===== src/rtl/riscv_types.sv =====
// Shared types for the execution issue scheduler: unit indices,
// widths and the writeback tag carried through the per-unit tag FIFOs.
package riscv_types;

    localparam int NUM_UNITS = 9;
    localparam int RD_W      = 5;

    localparam int UNIT_ALU     = 8;
    localparam int UNIT_FPU     = 7;
    localparam int UNIT_MUL     = 6;
    localparam int UNIT_FADDSUB = 5;
    localparam int UNIT_FMUL    = 4;
    localparam int UNIT_R4      = 3;
    localparam int UNIT_FDIV    = 2;
    localparam int UNIT_DIV     = 1;
    localparam int UNIT_FSQRT   = 0;

    typedef struct packed {
        logic            fp;
        logic [RD_W-1:0] rd;
    } wb_tag_t;

    function automatic logic is_onehot(
        input logic [NUM_UNITS-1:0] v
    );
        return $onehot(v);
    endfunction

endpackage


===== src/rtl/sched_tag_fifo.sv =====
// In-order destination-tag FIFO for one execution unit, with a
// content match used by the issue stage for WAW hazard detection.
module sched_tag_fifo
    import riscv_types::*;
#(
    parameter int DEPTH = 1
) (
    input  logic    clk,
    input  logic    rst,
    input  logic    i_push,
    input  logic    i_pop,
    input  wb_tag_t i_din,
    input  wb_tag_t i_cmp,
    output logic    o_full,
    output logic    o_empty,
    output wb_tag_t o_head,
    output logic    o_hit,
    output logic    o_hit_head_only
);

    localparam int CW = $clog2(DEPTH + 1);

    wb_tag_t          r_mem [DEPTH];
    logic [CW-1:0]    r_count;
    logic [CW-1:0]    w_widx;
    logic [DEPTH-1:0] w_match;
    logic             w_match_tail;

    assign o_full  = (r_count == CW'(DEPTH));
    assign o_empty = (r_count == '0);
    assign o_head  = r_mem[0];

    // Entries shift toward index 0 on pop, so a same-cycle push
    // lands one slot lower than it would otherwise.
    assign w_widx = i_pop ? (r_count - CW'(1)) : r_count;

    always_comb begin
        w_match      = '0;
        w_match_tail = 1'b0;
        for (int i = 0; i < DEPTH; i++) begin
            w_match[i] = (CW'(i) < r_count) && (r_mem[i] == i_cmp);
            if (i > 0) begin
                w_match_tail = w_match_tail | w_match[i];
            end
        end
    end

    assign o_hit           = |w_match;
    assign o_hit_head_only = w_match[0] & ~w_match_tail;

    always_ff @(posedge clk) begin
        if (rst) begin
            r_count <= '0;
        end else begin
            if (i_pop) begin
                for (int i = 0; i < DEPTH - 1; i++) begin
                    r_mem[i] <= r_mem[i+1];
                end
            end
            if (i_push) begin
                for (int i = 0; i < DEPTH; i++) begin
                    if (CW'(i) == w_widx) begin
                        r_mem[i] <= i_din;
                    end
                end
            end
            r_count <= r_count + CW'(i_push) - CW'(i_pop);
        end
    end

endmodule


===== src/rtl/exec_issue_scheduler.sv =====
// Issue gating, per-unit tag tracking and writeback arbitration.
// Define SCHED_AGING_EN to promote starved units after AGE_LIMIT waits.
module exec_issue_scheduler
    import riscv_types::*;
#(
    parameter int PIPE_DEPTH = 4,
    parameter int AGE_LIMIT  = 8
) (
    input  logic                 clk,
    input  logic                 rst,
    input  logic                 issue_valid,
    input  logic [NUM_UNITS-1:0] issue_unit,
    input  logic [RD_W-1:0]      issue_rd,
    input  logic                 issue_fp,
    output logic                 issue_ready,
    output logic [NUM_UNITS-1:0] unit_start,
    input  logic [NUM_UNITS-1:0] unit_done,
    output logic [NUM_UNITS-1:0] unit_hold,
    output logic [NUM_UNITS-1:0] wb_grant,
    output logic                 wb_valid,
    output logic [RD_W-1:0]      wb_rd,
    output logic                 wb_fp,
    output logic [NUM_UNITS-1:0] busy_vec,
    output logic                 protocol_err
);

    wb_tag_t                w_issue_tag;
    wb_tag_t                w_head [NUM_UNITS];
    wb_tag_t                w_wb;
    logic [NUM_UNITS-1:0]   w_full;
    logic [NUM_UNITS-1:0]   w_empty;
    logic [NUM_UNITS-1:0]   w_hit;
    logic [NUM_UNITS-1:0]   w_hit_head;
    logic [NUM_UNITS-1:0]   w_elig;
    logic [NUM_UNITS-1:0]   w_pool;
    logic [NUM_UNITS-1:0]   w_grant;
    logic                   w_onehot;
    logic                   w_nounit;
    logic                   w_waw_exempt;
    logic                   w_hazard;
    logic                   w_full_blk;
    logic                   w_accept;
    logic                   r_perr;

    assign w_issue_tag = '{fp: issue_fp, rd: issue_rd};

    genvar u;
    generate
        for (u = 0; u < NUM_UNITS; u++) begin : g_fifo
            localparam int D =
                (u >= UNIT_R4 && u <= UNIT_FADDSUB) ? PIPE_DEPTH : 1;
            sched_tag_fifo #(.DEPTH(D)) u_fifo (
                .clk             (clk),
                .rst             (rst),
                .i_push          (unit_start[u]),
                .i_pop           (w_grant[u]),
                .i_din           (w_issue_tag),
                .i_cmp           (w_issue_tag),
                .o_full          (w_full[u]),
                .o_empty         (w_empty[u]),
                .o_head          (w_head[u]),
                .o_hit           (w_hit[u]),
                .o_hit_head_only (w_hit_head[u])
            );
        end
    endgenerate

    assign busy_vec = ~w_empty;
    assign w_elig   = unit_done & busy_vec & {NUM_UNITS{~rst}};

`ifdef SCHED_AGING_EN
    localparam int AW = $clog2(AGE_LIMIT + 1);

    logic [AW-1:0]        r_age [NUM_UNITS];
    logic [NUM_UNITS-1:0] w_aged;

    always_comb begin
        w_aged = '0;
        for (int i = 0; i < NUM_UNITS; i++) begin
            w_aged[i] = (r_age[i] >= AW'(AGE_LIMIT));
        end
        w_pool = (|(w_elig & w_aged)) ? (w_elig & w_aged) : w_elig;
    end

    always_ff @(posedge clk) begin
        if (rst) begin
            for (int i = 0; i < NUM_UNITS; i++) begin
                r_age[i] <= '0;
            end
        end else begin
            for (int i = 0; i < NUM_UNITS; i++) begin
                if (w_grant[i]) begin
                    r_age[i] <= '0;
                end else if (w_elig[i] && r_age[i] != AW'(AGE_LIMIT)) begin
                    r_age[i] <= r_age[i] + AW'(1);
                end
            end
        end
    end
`else
    assign w_pool = w_elig;
`endif

    // Ascending scan: the last set bit seen is the highest index.
    always_comb begin
        w_grant = '0;
        for (int i = 0; i < NUM_UNITS; i++) begin
            if (w_pool[i]) begin
                w_grant = NUM_UNITS'(1) << i;
            end
        end
    end

    always_comb begin
        w_wb = '0;
        for (int i = 0; i < NUM_UNITS; i++) begin
            if (w_grant[i]) begin
                w_wb = w_head[i];
            end
        end
    end

    assign wb_grant  = w_grant;
    assign wb_valid  = |w_grant;
    assign wb_rd     = w_wb.rd;
    assign wb_fp     = w_wb.fp;
    assign unit_hold = unit_done & ~w_grant & {NUM_UNITS{~rst}};

    assign w_onehot     = is_onehot(issue_unit);
    assign w_nounit     = (issue_unit == '0);
    assign w_waw_exempt = ~issue_fp && (issue_rd == '0);
    // A match held only at the head of a FIFO draining this cycle
    // is gone by the time the new tag lands.
    assign w_hazard     = ~w_waw_exempt &
                          (|(w_hit & ~(w_hit_head & w_grant)));
    assign w_full_blk   = |(issue_unit & w_full & ~w_grant);
    assign w_accept     = issue_valid & ~rst & w_onehot &
                          ~w_full_blk & ~w_hazard;

    assign issue_ready = issue_valid & (rst | w_nounit | w_accept);
    assign unit_start  = w_accept ? issue_unit : '0;

    always_ff @(posedge clk) begin
        if (rst) begin
            r_perr <= 1'b0;
        end else if ((issue_valid & ~w_nounit & ~w_onehot) |
                     (|(unit_done & w_empty))) begin
            r_perr <= 1'b1;
        end
    end

    assign protocol_err = r_perr;

endmodule


===== config.mk =====
export PLATFORM = sky130hd
export DESIGN_NAME = exec_issue_scheduler
export DESIGN_NICKNAME = d
export VERILOG_FILES = /design/src/rtl/riscv_types.sv /design/src/rtl/sched_tag_fifo.sv /design/src/rtl/exec_issue_scheduler.sv
export SDC_FILE = /design/constraint.sdc
export NUM_CORES = 1
export LEC_CHECK = 0
export CAP_MARGIN = 25
export CORE_UTILIZATION = 30
export DETAILED_ROUTE_END_ITERATION = 7
export HOLD_SLACK_MARGIN = 0.08
export MAX_ROUTING_LAYER = met4
export PLACE_DENSITY_LB_ADDON = 0.25
export SLEW_MARGIN = 10
export SYNTH_ARGS = -nofsm -noshare
export SYNTH_HDL_FRONTEND = slang
export SYNTH_SLANG_ARGS = --single-unit

===== constraint.sdc =====
create_clock -name clk -period 15.2 [get_ports clk]
set_input_delay 2.28 -clock clk [delete_from_list [all_inputs] [get_ports clk]]
set_output_delay 2.28 -clock clk [all_outputs]
set_load 0.1 [all_outputs]

==> impl_summary.log <==
[metrics] leading cell types by count after synthesis: 108 x sky130_fd_sc_hd__edfxtp_1, 67 x sky130_fd_sc_hd__xor2_1, 48 x sky130_fd_sc_hd__o2bb2ai_1, 45 x sky130_fd_sc_hd__xnor2_1
[metrics] antenna violations before repair: 0
[metrics] Mapped Area: 7690 um2
[metrics] post-route fraction of the period consumed by the critical path: 70.6%
[metrics] Resized cells post-CTS: 0
[metrics] static leakage: 3.22 nW
[metrics] clock insertion delay at the later pin of the skew report: 0.42 ns
[metrics] total routing usage reported by global routing: 17.9%
[metrics] number of fill cells: 2509
[metrics] number of enable flip-flop cells after synthesis: 108
[metrics] wire length of the first global-routing pass: 33.8 mm
[metrics] CP max FO: 14
[metrics] RSZ-0062 raised after global routing: false
[metrics] post-synthesis cell count: 715
[metrics] fraction of post-synthesis cell area in the top cell type by area: 42.2%
[metrics] minimum hold slack: 0.571 ns
[metrics] clock slew at the register clock pins of the worst setup and hold paths: 0.06 ns
[metrics] quantity of I/O buffers inserted on ports: 71
[metrics] proportion of register bits with asynchronous set or reset after synthesis: 0%
[metrics] Post-Place Cell Area: 8540 um2
[metrics] Placed Cells: 1073
[metrics] global route total overflow: 0
[metrics] area of the core: 25200 um2
[metrics] Critical Path AT: 8.45 ns
[metrics] Placer Congestion: 0.890
[metrics] maximum number of pins on one net before global-route repair: 39
[metrics] Antenna Cells: 0
[metrics] final standard cell count with taps included and fillers excluded: 1107
[metrics] hold_buf cts: 0
[metrics] Final Hold Fails: 0
[metrics] Layout Skew: 0.0115 ns
[metrics] number of buffers created by CTS: 17
[metrics] DRC violation count after routing: 0
[metrics] most area-hungry cell type in the Yosys netlist: sky130_fd_sc_hd__edfxtp_1
[metrics] net count reported at finish: 828
[metrics] worst rel slew slack: 28.8%
[metrics] post-detailed-route wirelength per cell: 19.8 um
[metrics] VDD IR-drop max: 0.115 mV
[metrics] overall via count from detail_route: 5594
[metrics] critical path class: primary input to primary output
[metrics] CTS tree: yes
[metrics] syn avg cell area: 10.7 um2
[metrics] level count of the clock H-tree: 4
[metrics] maximum operating frequency: 93.2 MHz
[metrics] endpoint type of the worst setup path: primary output
[metrics] number of global-route vias before repair: 5784
[metrics] Synth Register Bits: 124
[metrics] library cell used as clock root buffer: sky130_fd_sc_hd__clkbuf_16
[metrics] CP Launch Type: primary input
[metrics] count of final max-slew check failures: 0
[metrics] post-synthesis net count: 779
[metrics] HPWL after detailed placement: 16.0 mm
[metrics] sequential cell area fraction in the yosys report: 46.4%
[metrics] setup violators final: 0
[metrics] share of layout cells above drive strength 1: 6.69%
[metrics] final WL: 21.9 mm
[metrics] Area growth syn-to-layout: 19.0%
[metrics] required time reported for the critical path endpoint: 12.92 ns
[metrics] final-layout setup total negative slack: 0 ns
[metrics] number of buffers between clock root and the deepest sink: 2
[metrics] max cap viols: 0
[metrics] outcome: finished, final reports clean
[metrics] biggest area contributors in the synthesized netlist: sky130_fd_sc_hd__edfxtp_1 42%, sky130_fd_sc_hd__xor2_1 7.6%, sky130_fd_sc_hd__o2bb2ai_1 5.5%
[metrics] cell row count: 58
[metrics] overall die area: 26300 um2
[metrics] power density over cell area: 140 nW/um2
[metrics] Chip Height: 162 um
[metrics] antenna-violating nets left: 0
[metrics] Warnings, synthesis: 0
[metrics] clk sink count: 124
[metrics] Final Cell Area: 9150 um2
[metrics] initial core utilization: 30.5%
[metrics] die width: 162 um
[metrics] Least-Margin Pin Slew: 1.06 ns
[metrics] routed vias/inst: 5.05
[metrics] clock period minus worst slack: 10.73 ns
[metrics] dominant cell by count in the synthesized netlist: sky130_fd_sc_hd__edfxtp_1
[metrics] total I/O pin count: 72
[metrics] first-pass iteration count of the detailed router: 5
[metrics] Netlist cell types: 59
[metrics] Hold Crit Class: flip-flop to flip-flop
[metrics] post-CTS setup buffers: 0
[metrics] First DRT Iteration DRCs: 411
[metrics] predominant post-synthesis flop cell: sky130_fd_sc_hd__edfxtp_1
-- power by group --
part | leakage (nW) | internal (W) | switching (W)
registers | 1.10 | 0.000403 | 0.0000206
clock network | 0.281 | 0.000252 | 0.000157
logic | 1.84 | 0.000123 | 0.000324
total | 3.22 | 0.000777 | 0.000501
-- final timing paths --
check,depth (start not counted),start,slack (ns),endpoint
worst max-delay path,17,issue_unit[3],4.47,unit_start[3]
worst min-delay path,1,g_fifo[5].u_fifo.r_mem[1][1],0.57,g_fifo[5].u_fifo.r_mem[0][1]
worst max register to register,11,g_fifo[4].u_fifo.r_count[1],9.85,g_fifo[3].u_fifo.r_mem[3][4]
worst min register to register,1,g_fifo[5].u_fifo.r_mem[1][1],0.57,g_fifo[5].u_fifo.r_mem[0][1]
-- area by class of cell --
cell class                 count  area (um2)  share of cell area [%]
timing repair buffer          78         731                    7.99
tap                          330         413                    4.51
clock inverter                12         139                    1.52
inverter                      46         173                    1.89
sequential                   124        3560                    39.0
multi-input combinational    497        3670                    40.1
clock buffer                  20         457                    4.99
-- worst max-delay path, cell delays in order --
cell and delay, ns:
sky130_fd_sc_hd__clkdlybuf4s50_1 0.52, sky130_fd_sc_hd__inv_1 0.10, sky130_fd_sc_hd__fa_1 0.46, sky130_fd_sc_hd__fa_1 0.52, sky130_fd_sc_hd__fa_1 0.41, sky130_fd_sc_hd__inv_1 0.09, sky130_fd_sc_hd__fa_1 0.18, sky130_fd_sc_hd__inv_1 0.05
sky130_fd_sc_hd__fa_1 0.48, sky130_fd_sc_hd__and4b_1 0.18, sky130_fd_sc_hd__a21oi_1 0.06, sky130_fd_sc_hd__a2111oi_0 0.32, sky130_fd_sc_hd__o221a_2 0.27, sky130_fd_sc_hd__and4_1 0.48, sky130_fd_sc_hd__nand2_1 0.51, sky130_fd_sc_hd__nor2_1 0.32
sky130_fd_sc_hd__clkdlybuf4s50_1 1.19
-- cells in the final DEF, fill, tap and decap left out, types with 8 or more instances in the layout --
cell type                         instances
sky130_fd_sc_hd__nand2_1                 43
sky130_fd_sc_hd__and3_1                   9
sky130_fd_sc_hd__xor2_1                  67
sky130_fd_sc_hd__ha_1                    29
sky130_fd_sc_hd__edfxtp_1               108
sky130_fd_sc_hd__o2bb2ai_1               48
sky130_fd_sc_hd__nor2_1                  40
sky130_fd_sc_hd__fa_1                     8
sky130_fd_sc_hd__nor4_1                  14
sky130_fd_sc_hd__o21ai_0                 13
sky130_fd_sc_hd__nor2b_1                 15
sky130_fd_sc_hd__xnor2_1                 45
sky130_fd_sc_hd__a22oi_1                 13
sky130_fd_sc_hd__clkbuf_16               17
sky130_fd_sc_hd__dfxtp_1                 16
sky130_fd_sc_hd__nor3_1                  15
sky130_fd_sc_hd__a21oi_1                 14
sky130_fd_sc_hd__nand3_1                 37
sky130_fd_sc_hd__nand4_1                 22
sky130_fd_sc_hd__clkdlybuf4s50_1         65
sky130_fd_sc_hd__inv_1                   43
-- registers in the layout (all words and copies together) (netlist names) --
signal and flops:
g_fifo.u_fifo.r_mem 108, g_fifo.u_fifo.r_count 9, protocol_err 1, g_fifo.u_fifo.o_full 6
-- metrics by stage --
step	total power, W	setup WS, ns	util (%)
2_1_floorplan	0.000756	6.57	-
6_report	0.00128	4.47	36.3
3_3_place_gp	0.000876	4.59	33.9
5_1_grt	0.00133	4.07	36.3
4_1_cts	0.00128	4.44	36.3
3_5_place_dp	0.000876	4.45	33.9
-- cells by family after synthesis --
logic type      share of synthesized area (%)
flops                                    46.4
simple gates                             14.5
fa+ha+maj                                6.80
xor+xnor                                 12.8
mux                                     0.277
compound gates                           13.3
buf+inv                                  6.02
-- layer usage --
layer  track usage, %  wire length (um)
met1             23.9             10400
met2             26.3              9510
met3             3.52              1210
met4             7.72               711
met5                -                 0
No activity file was read; power rests on OpenSTA's default activity.
